<file path="src/rtl/seg_pkg.sv">
// Shared constants and types for the 4-digit 7-segment scan controller.
// Segment bit order is a..g then dp, MSB first.
package seg_pkg;

  localparam int SEG_A  = 7;
  localparam int SEG_B  = 6;
  localparam int SEG_C  = 5;
  localparam int SEG_D  = 4;
  localparam int SEG_E  = 3;
  localparam int SEG_F  = 2;
  localparam int SEG_G  = 1;
  localparam int SEG_DP = 0;

  localparam int NDIG = 4;

  localparam logic [NDIG-1:0] SEL_ALL_OFF = 4'b1111;
  localparam logic [7:0]      SEG_OFF     = 8'h00;

  typedef enum logic {
    ST_BLANK,
    ST_ON
  } state_e;

endpackage

</file>
<file path="src/rtl/seg_hex_decode.sv">
// Hex nibble to 7-segment lookup; output bit 6 is segment a, bit 0 is g.
// The decimal point is merged by the caller.
module seg_hex_decode
  import seg_pkg::*;
(
  input  logic [3:0] hex_i,
  output logic [6:0] seg_o
);

  logic [7:0] pat;

  always_comb begin
    pat = SEG_OFF;
    unique case (hex_i)
      4'h0: pat = 8'hFC;
      4'h1: pat = 8'h60;
      4'h2: pat = 8'hDA;
      4'h3: pat = 8'hF2;
      4'h4: pat = 8'h66;
      4'h5: pat = 8'hB6;
      4'h6: pat = 8'hBE;
      4'h7: pat = 8'hE0;
      4'h8: pat = 8'hFE;
      4'h9: pat = 8'hF6;
      4'hA: pat = 8'hEE;
      4'hB: pat = 8'h3E;
      4'hC: pat = 8'h1A;
      4'hD: pat = 8'h7A;
      4'hE: pat = 8'h9E;
      4'hF: pat = 8'h8E;
    endcase
  end

  assign seg_o = pat[SEG_A:SEG_G];

endmodule

</file>
<file path="src/rtl/seg_scan_ctrl.sv">
// Time-multiplexed 4-digit 7-segment scanner with blanking gaps
// and frame-aligned double buffering of the displayed value.
module seg_scan_ctrl
  import seg_pkg::*;
#(
  parameter int ON_CYC    = 50000,
  parameter int BLANK_CYC = 500
) (
  input  logic        clk,
  input  logic        rst_n,
  input  logic        en,
  input  logic        load,
  input  logic [15:0] value,
  input  logic [3:0]  dp_mask,
  input  logic        lz_suppress,
  output logic        pending,
  output logic        frame_tick,
  output logic [7:0]  signal,
  output logic [3:0]  selector
);

  localparam int MAXC = (ON_CYC > BLANK_CYC) ? ON_CYC : BLANK_CYC;
  localparam int CW   = (MAXC > 1) ? $clog2(MAXC) : 1;
  localparam logic [CW-1:0] ON_LAST = CW'(ON_CYC - 1);
  localparam logic [CW-1:0] BL_LAST = CW'(BLANK_CYC - 1);

  state_e      state_q, state_d;
  logic [1:0]  idx_q, idx_d;
  logic [CW-1:0] cnt_q, cnt_d;
  logic [15:0] shv_q, shv_d, actv_q, actv_d;
  logic [3:0]  shdp_q, shdp_d, actdp_q, actdp_d;
  logic        pend_q, pend_d;
  logic        tick_q, tick_d;
  logic [3:0]  sel_q, sel_d;
  logic [7:0]  sig_q, sig_d;
  logic        boundary;
  logic        lz_blank;
  logic [3:0]  nib;
  logic [6:0]  seg7;

  seg_hex_decode u_dec (
    .hex_i (nib),
    .seg_o (seg7)
  );

  always_comb begin
    state_d  = state_q;
    idx_d    = idx_q;
    cnt_d    = cnt_q;
    shv_d    = shv_q;
    shdp_d   = shdp_q;
    actv_d   = actv_q;
    actdp_d  = actdp_q;
    pend_d   = pend_q;
    tick_d   = 1'b0;
    boundary = 1'b0;
    if (!en) begin
      state_d = ST_BLANK;
      idx_d   = 2'd0;
      cnt_d   = '0;
      actv_d  = shv_q;
      actdp_d = shdp_q;
      pend_d  = 1'b0;
    end else begin
      unique case (state_q)
        ST_BLANK: begin
          if (cnt_q == BL_LAST) begin
            state_d = ST_ON;
            cnt_d   = '0;
          end else begin
            cnt_d = cnt_q + CW'(1);
          end
        end
        ST_ON: begin
          if (cnt_q == ON_LAST) begin
            state_d  = ST_BLANK;
            cnt_d    = '0;
            idx_d    = idx_q + 2'd1;
            boundary = (idx_q == 2'd3);
          end else begin
            cnt_d = cnt_q + CW'(1);
          end
        end
      endcase
    end
    if (boundary) begin
      actv_d  = shv_q;
      actdp_d = shdp_q;
      pend_d  = 1'b0;
      tick_d  = 1'b1;
    end
    // a same-cycle load wins over the commit clearing pending
    if (load) begin
      shv_d  = value;
      shdp_d = dp_mask;
      pend_d = 1'b1;
    end
  end

  always_comb begin
    nib      = actv_d[{idx_d, 2'b00} +: 4];
    lz_blank = 1'b0;
    if (lz_suppress) begin
      unique case (idx_d)
        2'd1:    lz_blank = (actv_d[15:4] == 12'h000);
        2'd2:    lz_blank = (actv_d[15:8] == 8'h00);
        2'd3:    lz_blank = (actv_d[15:12] == 4'h0);
        default: lz_blank = 1'b0;
      endcase
    end
    sel_d = SEL_ALL_OFF;
    sig_d = SEG_OFF;
    if (state_d == ST_ON) begin
      sel_d = ~(4'b0001 << idx_d);
      sig_d = {seg7 & {7{~lz_blank}}, actdp_d[idx_d]};
    end
  end

  always_ff @(posedge clk or negedge rst_n) begin
    if (!rst_n) begin
      state_q <= ST_BLANK;
      idx_q   <= 2'd0;
      cnt_q   <= '0;
      shv_q   <= '0;
      shdp_q  <= '0;
      actv_q  <= '0;
      actdp_q <= '0;
      pend_q  <= 1'b0;
      tick_q  <= 1'b0;
      sel_q   <= SEL_ALL_OFF;
      sig_q   <= SEG_OFF;
    end else begin
      state_q <= state_d;
      idx_q   <= idx_d;
      cnt_q   <= cnt_d;
      shv_q   <= shv_d;
      shdp_q  <= shdp_d;
      actv_q  <= actv_d;
      actdp_q <= actdp_d;
      pend_q  <= pend_d;
      tick_q  <= tick_d;
      sel_q   <= sel_d;
      sig_q   <= sig_d;
    end
  end

  assign pending    = pend_q;
  assign frame_tick = tick_q;
  assign signal     = sig_q;
  assign selector   = sel_q;

endmodule

</file>
<file path="config.mk">
export PLATFORM = sky130hd
export DESIGN_NAME = seg_scan_ctrl
export DESIGN_NICKNAME = d
export VERILOG_FILES = /design/src/rtl/seg_pkg.sv /design/src/rtl/seg_hex_decode.sv /design/src/rtl/seg_scan_ctrl.sv
export SDC_FILE = /design/constraint.sdc
export NUM_CORES = 1
export LEC_CHECK = 0
export CAP_MARGIN = 5
export CORE_MARGIN = 5
export CORE_UTILIZATION = 40
export CTS_BUF_LIST = sky130_fd_sc_hd__clkbuf_8
export CTS_CLUSTER_SIZE = 12
export DETAILED_ROUTE_END_ITERATION = 6
export GPL_TIMING_DRIVEN = 0
export PLACE_DENSITY = 0.66
export SETUP_SLACK_MARGIN = 0.5
export SYNTH_ARGS = -nofsm -noshare
export SYNTH_HDL_FRONTEND = slang
export SYNTH_SLANG_ARGS = --single-unit
</file>
<file path="constraint.sdc">
create_clock -name clk -period 4.4 [get_ports clk]
set_clock_uncertainty 0.2 [all_clocks]
set_input_delay 0.44 -clock clk [delete_from_list [all_inputs] [get_ports clk]]
set_output_delay 0.44 -clock clk [all_outputs]
set_load 0.05 [all_outputs]
</file>
---- Yosys cells after proc, flatten, opt, wreduce, memory -nomap -nowiden ----
Memories as Yosys holds them, arrays and structs flattened.
Cells that the tools add are included.
storage, ports and cells
  memories kept ........................... 1
  RAM bits ................................ 0
  bits in read-only memories .............. 112
  flip-flop bits (word level) ............. 73
  bits in latches ......................... 0
  logic and storage cells ................. 59
memories
  memory            depth  width  read ports  clocked after memory_dff  write ports  RTL line              text
  (name not given)  16     7      1           0                         0            seg_hex_decode.sv:14  unique case (hex_i)
cells by class
  add/sub/neg operators ................... 2
  equal/unequal tests ..................... 7
  bitwise logic cells ..................... 4
  div/mod/pow operators ................... 0
  reductions and logical operators ........ 3
  multiplexer cells ....................... 28
  $mul .................................... 0
  order comparisons ....................... 1
  shifts and indexed selects .............. 2
operators by type and width
  cell                                                 number
  2-to-1 mux 16 bit                                    5
  one-hot mux 16 bit (2 select lines)                  1
  adder 16 x 1 -> 16 bit (second input constant)       1
  == test 16 bit (second input constant)               1
  == test 16 x 9 -> 1 bit (second input constant)      1
  indexed part select 16 x 5 -> 4 bit                  1
  zero test 12 bit                                     1
  2-to-1 mux 1 bit                                     12
  2-to-1 mux 4 bit                                     3
  zero test 8 bit                                      1
  2-to-1 mux 8 bit                                     1
  AND 7 bit                                            1
  == test 2 bit (second input constant)                3
  2-to-1 mux 2 bit                                     3
  zero test 4 bit                                      1
  inverter 4 bit                                       1
  left shift 1 x 2 -> 4 bit (first input constant)     1
  < comparator 2 x 3 -> 1 bit (second input constant)  1
  != test 3 x 1 -> 1 bit (second input constant)       1
  one-hot mux 1 bit (3 select lines)                   1
  adder 2 x 1 -> 2 bit (second input constant)         1
  binary-select mux 1 bit (select 2 bit)               1
  == test 2 x 1 -> 1 bit (second input constant)       1
  inverter 1 bit                                       2
  one-hot mux 1 bit (2 select lines)                   1

---- Depth between registers and ports, before layout ----
  depth after elaboration ................. 11
  mapped depth ............................ 12

---- Cells and area by module ----
A second synthesis with hierarchy kept.
second synthesis, totals
  cell total of the unflattened synthesis .. 297
  area, all modules ....................... 3554.7 µm²
modules (own cells, without submodules)
  module          area an instance (µm²)  cells each  seq. area each (µm²)  times used
  seg_scan_ctrl   3285.7                  265         1831.8                1
  seg_hex_decode  269.0                   32          0.0                   1

---- Least setup slack after synthesis ----
No wires, ideal clock.
  path type ............................... reg-to-reg
  from .................................... register cnt_q[0]
  to ...................................... register sig_q[1] (netlist: signal[1])
  slack ................................... 1137 ps
  data arrival time ....................... 2983 ps
  path buffers ............................ 1
  cell stages (with the launch flop) ...... 13
  data required time ...................... 4120 ps
  path through ............................ dfrtp_1 -> ha_1 -> and3_1 -> and2_4 -> a31oi_4 -> buf_6 -> mux2_2 -> mux2_2 -> mux2i_2 -> inv_1 -> ha_1 -> mux2_2 -> a21oi_1
between the ends
  longest elaborated chain between the ends .. 11
  elaborated cells between the ends (all ways) .. 26
  those cells by class .................... eq/ne: 5; shift: 1; mux: 14; bitwise: 2; reduce/logical: 3; memory: 1
RTL lines
  what                                                              RTL line              text
  start: declaration                                                seg_scan_ctrl.sv:29   logic [CW-1:0] cnt_q, cnt_d;
  start signal: assignment                                          seg_scan_ctrl.sv:135  cnt_q <= cnt_d;
  == test 16 bit (*)                                                seg_scan_ctrl.sv:75   if (cnt_q == ON_LAST) begin
  2-to-1 mux 1 bit (*)                                              seg_scan_ctrl.sv:75
  2-to-1 mux 1 bit (*)                                              seg_scan_ctrl.sv:65   unique case (state_q)
  2-to-1 mux 1 bit (*)                                              seg_scan_ctrl.sv:57   if (!en) begin
  2-to-1 mux 16 bit (*)                                             seg_scan_ctrl.sv:86   if (boundary) begin
  named net actv_d[9]                                               seg_scan_ctrl.sv:30   logic [15:0] shv_q, shv_d, actv_q, actv_d;
  branches (longest 4 deep; another with memory read (16 x 7 bit))  n/a
  AND 7 bit (*)                                                     seg_scan_ctrl.sv:115  sig_d = {seg7 & {7{~lz_blank}}, actdp_d[idx_d]};
  2-to-1 mux 8 bit (*)                                              seg_scan_ctrl.sv:113  if (state_d == ST_ON) begin
  named net sig_d[1]                                                seg_scan_ctrl.sv:35   logic [7:0] sig_q, sig_d;
  end signal: assignment                                            seg_scan_ctrl.sv:143  sig_q <= sig_d;
  end: declaration                                                  seg_scan_ctrl.sv:35
Mark *: on every way through the listed nets, which the timed path passes.
A chain may end at the register's enable or synchronous reset.

---- Worst setup path in the final report ----
  from .................................... register cnt_q[0]
  to ...................................... register sig_q[1] (netlist: signal[1])
between the ends
  elaborated cells between the ends (all ways) .. 26
  those cells by class .................... eq/ne: 5; shift: 1; mux: 14; bitwise: 2; reduce/logical: 3; memory: 1
RTL lines
  what                                 RTL line              text
  == test 16 bit                       seg_scan_ctrl.sv:75
  2-to-1 mux 1 bit                     seg_scan_ctrl.sv:75
  2-to-1 mux 1 bit                     seg_scan_ctrl.sv:65
  2-to-1 mux 1 bit                     seg_scan_ctrl.sv:57
  2-to-1 mux 16 bit                    seg_scan_ctrl.sv:86
  named net actv_d[1]                  seg_scan_ctrl.sv:30
  indexed part select 16 x 5 -> 4 bit  seg_scan_ctrl.sv:101  nib = actv_d[{idx_d, 2'b00} +: 4];
  memory read (16 x 7 bit)             n/a
  AND 7 bit                            seg_scan_ctrl.sv:115
  2-to-1 mux 8 bit                     seg_scan_ctrl.sv:113
  named net sig_d[1]                   seg_scan_ctrl.sv:35
The timed path passes the listed nets, and every way through them passes these cells.

==> results.rst <==
.. list-table::
   :header-rows: 1

   * - Metric
     - Value
   * - Result of the run
     - finished clean
   * - Type of element launching the critical path
     - flip-flop
   * - Max Transition Viols Final
     - 0
   * - Dominant register cell in the synthesized netlist
     - sky130_fd_sc_hd__dfrtp_1
   * - DIE AREA
     - 10,650 um2
   * - Initial standard-cell utilization of the core
     - 0.4045
   * - RSZ-0062 raised after global routing
     - false
   * - Max Cap Violations
     - 0
   * - EDFF count, synth
     - 0
   * - Crit path launch
     - cnt_q[0]
   * - Share of the cycle needed by the critical path after routing
     - 0.8265
   * - Maximum number of pins on one net before global-route repair
     - 74
   * - 1st-pass router iterations
     - 4
   * - Number of inserted diodes
     - 0
   * - Data required, critical path
     - 4.45 ns
   * - TritonCTS clock tree
     - built
   * - Crit end category
     - flip-flop
   * - Share of synthesized registers carrying an async set or reset
     - 1.000
   * - Global-route wire length before repair
     - 10.76 mm
   * - TritonCTS Buffers
     - 9
   * - H-tree depth reported by CTS
     - 3
   * - Remaining Overflow, GRT
     - 0
   * - Power after layout
     - 1.511 mW
   * - Top cells by area in the synthesized netlist
     - sky130_fd_sc_hd__dfrtp_1 50%, sky130_fd_sc_hd__mux2_2 13%, sky130_fd_sc_hd__mux2i_1 5.2%
   * - Final hold violations
     - 0
   * - Peak Freq
     - 275.0 MHz
   * - Path class of the lowest-slack min-delay path
     - in2async
   * - Power density normalized to cell area
     - 358.9 nW/um2
   * - Max-slew headroom at the worst pin
     - 0.4098
   * - DRC violations left
     - 0
   * - Clock transition at the registers of the reported paths
     - 0.08 ns
   * - Total number of clock tree sinks
     - 73
   * - Share of layout cells above drive strength 1
     - 0.2424
   * - Overall routing resource usage
     - 0.1306
   * - Register bit count reported by yosys
     - 73
   * - Critical path's slowest cell
     - sky130_fd_sc_hd__dfrtp_1
   * - Gate count of the mapped netlist
     - 276
   * - Detailed placer's ending HPWL
     - 4.568 mm
   * - Synth cell types
     - 48
   * - Setup TNS Final
     - 0 ns
   * - Crit path buf inv count
     - 2
   * - Total core area
     - 8593 um2
   * - Antenna violations before repair
     - 0
   * - Buffers added on ports
     - 38
   * - Worst-path maximum fanout
     - 10
   * - Number of nets in the synthesized netlist
     - 309
   * - Final estimated routing congestion in global placement
     - 0.8001
   * - Final setup vio count
     - 0
   * - Top Family by Delay on Critical Path
     - multiplexers
   * - Clk root buf
     - sky130_fd_sc_hd__clkbuf_8
   * - Worst-skew pair later-pin latency
     - 0.34 ns
   * - Cell count along the critical path
     - 12
   * - Sequential cell area fraction in the yosys report
     - 0.5270
   * - LEAKAGE
     - 1.807 nW
   * - Routed len/inst
     - 14.44 um
   * - Post-Syn Area
     - 3476 um2
   * - Relative area change from synthesis to final layout
     - 21.09%
   * - Pin slew with the least headroom to its limit
     - 0.8853 ns
   * - Row Count
     - 34
   * - Critical path type
     - reg2reg
   * - Final Critical Period
     - 3.636 ns
   * - Number of nets in the layout
     - 358
   * - Hold bufs inserted after CTS
     - 0
   * - Final-layout fill cell count
     - 777
   * - Yosys warning count
     - 0
   * - Ports
     - 39
   * - Drt initial violations
     - 42
   * - Max IR drop VDD
     - 0.2017 mV
   * - Vert. Die Dim
     - 103.2 um
   * - Vias in the first global route
     - 2,293
   * - Setup fix buffers added after clock tree synthesis
     - 0
   * - Total detailed-routing wirelength
     - 6.324 mm
   * - Worst EP arrival
     - 3.69 ns
   * - Mean instance size in the synthesized netlist
     - 12.59 um2
   * - Number of nets still failing antenna checks after routing
     - 0
   * - Leading area contributor after synthesis
     - sky130_fd_sc_hd__dfrtp_1
   * - Most frequent cells after synthesis
     - 69 x sky130_fd_sc_hd__dfrtp_1, 41 x sky130_fd_sc_hd__mux2_2, 25 x sky130_fd_sc_hd__nor2_1, 18 x sky130_fd_sc_hd__mux2i_1, 13 x sky130_fd_sc_hd__inv_1
   * - Fraction of synthesized cell area taken by the top area cell type
     - 0.4968
   * - Number of gates given a new drive strength after cts
     - 0
   * - Buffer depth of the longest clock path
     - 2
   * - Hold WS
     - 0.01137 ns
   * - Cell chain of the critical path
     - ha_1 > and3_1 > and2_4 > a31oi_4 > buf_6 > mux2_2 > mux2_2 > mux2i_2 > inv_1 > ha_1 > mux2_2 > a21oi_1
   * - Most used standard cell by instance count after synthesis
     - sky130_fd_sc_hd__dfrtp_1
   * - Width of the die
     - 103.2 um
   * - Reg2Reg Depth
     - 12
   * - Most used cell along the critical path
     - sky130_fd_sc_hd__mux2_2
   * - Stage delay of the slowest cell on the critical path
     - 0.40 ns
   * - Vias per inst
     - 5.073
   * - Count of vias placed by the detailed router
     - 2,222
   * - Source of the worst register-to-register timing path
     - cnt_q[0]
-- path summary, 6_finish.rpt --
path | endpoint | slack (ns)
max | signal[1] | 0.76
min | shdp_q[2] | 0.01
max reg2reg | signal[1] | 0.76
min reg2reg | cnt_q[0] | 0.26
max in group asynchronous | signal[3] | 3.40
min in group clk | cnt_q[0] | 0.26
-- registers in the layout, indices dropped and copies added (netlist names) --
| signal | flops |
|---|---|
| state_q | 1 |
| pending | 1 |
| actdp_q | 4 |
| shdp_q | 4 |
| frame_tick | 1 |
| actv_q | 16 |
| selector | 4 |
| signal | 8 |
| idx_q | 2 |
| cnt_q | 16 |
| shv_q | 16 |
-- report_power, final --
group | switching [mW] | internal (mW) | leakage [nW] | total, mW
Sequential | 0.0234 | 0.719 | 0.910 | 0.743
Clock | 0.239 | 0.332 | 0.117 | 0.571
Combinational | 0.0948 | 0.102 | 0.779 | 0.197
Total | 0.357 | 1.15 | 1.81 | 1.51
-- layout by cell type (no fill, tap or decap), types with 2 or more instances in the layout --
cell                              netlist  routed
sky130_fd_sc_hd__dfrtp_1               69      69
sky130_fd_sc_hd__clkinv_2               0       2
sky130_fd_sc_hd__a22o_1                 2       2
sky130_fd_sc_hd__mux2i_1               18      18
sky130_fd_sc_hd__clkbuf_8               0      10
sky130_fd_sc_hd__nand2_1               11      11
sky130_fd_sc_hd__inv_1                 13      14
sky130_fd_sc_hd__mux2i_4                2       2
sky130_fd_sc_hd__clkdlybuf4s50_1        0      37
sky130_fd_sc_hd__nor2b_1                2       2
sky130_fd_sc_hd__mux2_2                41      41
sky130_fd_sc_hd__mux2_4                 4       4
sky130_fd_sc_hd__and3_1                 4       4
sky130_fd_sc_hd__nor4_1                 4       4
sky130_fd_sc_hd__nand4_1                3       3
sky130_fd_sc_hd__inv_2                  2       2
sky130_fd_sc_hd__buf_4                  2       3
sky130_fd_sc_hd__xor2_1                 7       7
sky130_fd_sc_hd__dfstp_2                4       4
sky130_fd_sc_hd__a21o_1                 2       2
sky130_fd_sc_hd__xnor2_1                7       7
sky130_fd_sc_hd__a21oi_1                3       3
sky130_fd_sc_hd__nor3_1                 4       4
sky130_fd_sc_hd__o211ai_1               3       3
sky130_fd_sc_hd__clkbuf_1               3       3
sky130_fd_sc_hd__nand3_1                8       8
sky130_fd_sc_hd__nor2_1                25      25
sky130_fd_sc_hd__o21a_1                 2       2
sky130_fd_sc_hd__bufinv_16              0       2
sky130_fd_sc_hd__buf_6                  2       2
sky130_fd_sc_hd__ha_1                   8       8
-- per-layer routing --
| metal | part of all wire | vias to the layer above | track usage | routed length, um |
|---|---|---|---|---|
| met3 | 0.028 | 7 | 0.03152 | 177 |
| li1 | - | 1071 | - | - |
| met4 | 0.014 | 0 | 0.05378 | 91 |
| met2 | 0.50 | 29 | 0.2126 | 3147 |
| met5 | 0 | - | 0 | 0 |
| met1 | 0.46 | 1115 | 0.1675 | 2908 |
-- layout make-up --
| cell class | instances | area, um2 | area share |
|---|---|---|---|
| Buffer | 7 | 48.80 | 0.01159 |
| Clock buffer | 10 | 137.6 | 0.03270 |
| Inverter | 15 | 56.30 | 0.01338 |
| Tap cell | 108 | 135.1 | 0.03210 |
| Timing Repair Buffer | 38 | 377.9 | 0.08977 |
| Clock inverter | 6 | 82.58 | 0.01962 |
| Multi-Input combinational cell | 181 | 1539 | 0.3656 |
| Sequential cell | 73 | 1832 | 0.4352 |
-- per-stage QoR --
stage	util	setup slack (ns)	cell area (um2)	std cells
after floorplan	-	1.137	3476	276
after global placement	0.4645	0.2480	3991	422
after detailed placement	0.4642	0.6458	3989	422
after CTS	0.4898	0.7364	4209	438
after global routing	0.4898	0.5319	4209	438
final	0.4898	0.7636	4209	438
-- logic make-up after synthesis --
family | Yosys count | share of synthesized area
and+or+nand+nor | 73 | 0.1130
DFF | 73 | 0.5270
muxes | 66 | 0.2189
buffers and inverters | 22 | 0.03024
AOI/OAI and AO/OA | 20 | 0.04679
xor gates and xnor gates | 14 | 0.03528
adders and majority gates | 8 | 0.02880
Power figures use the tool's default switching activity.
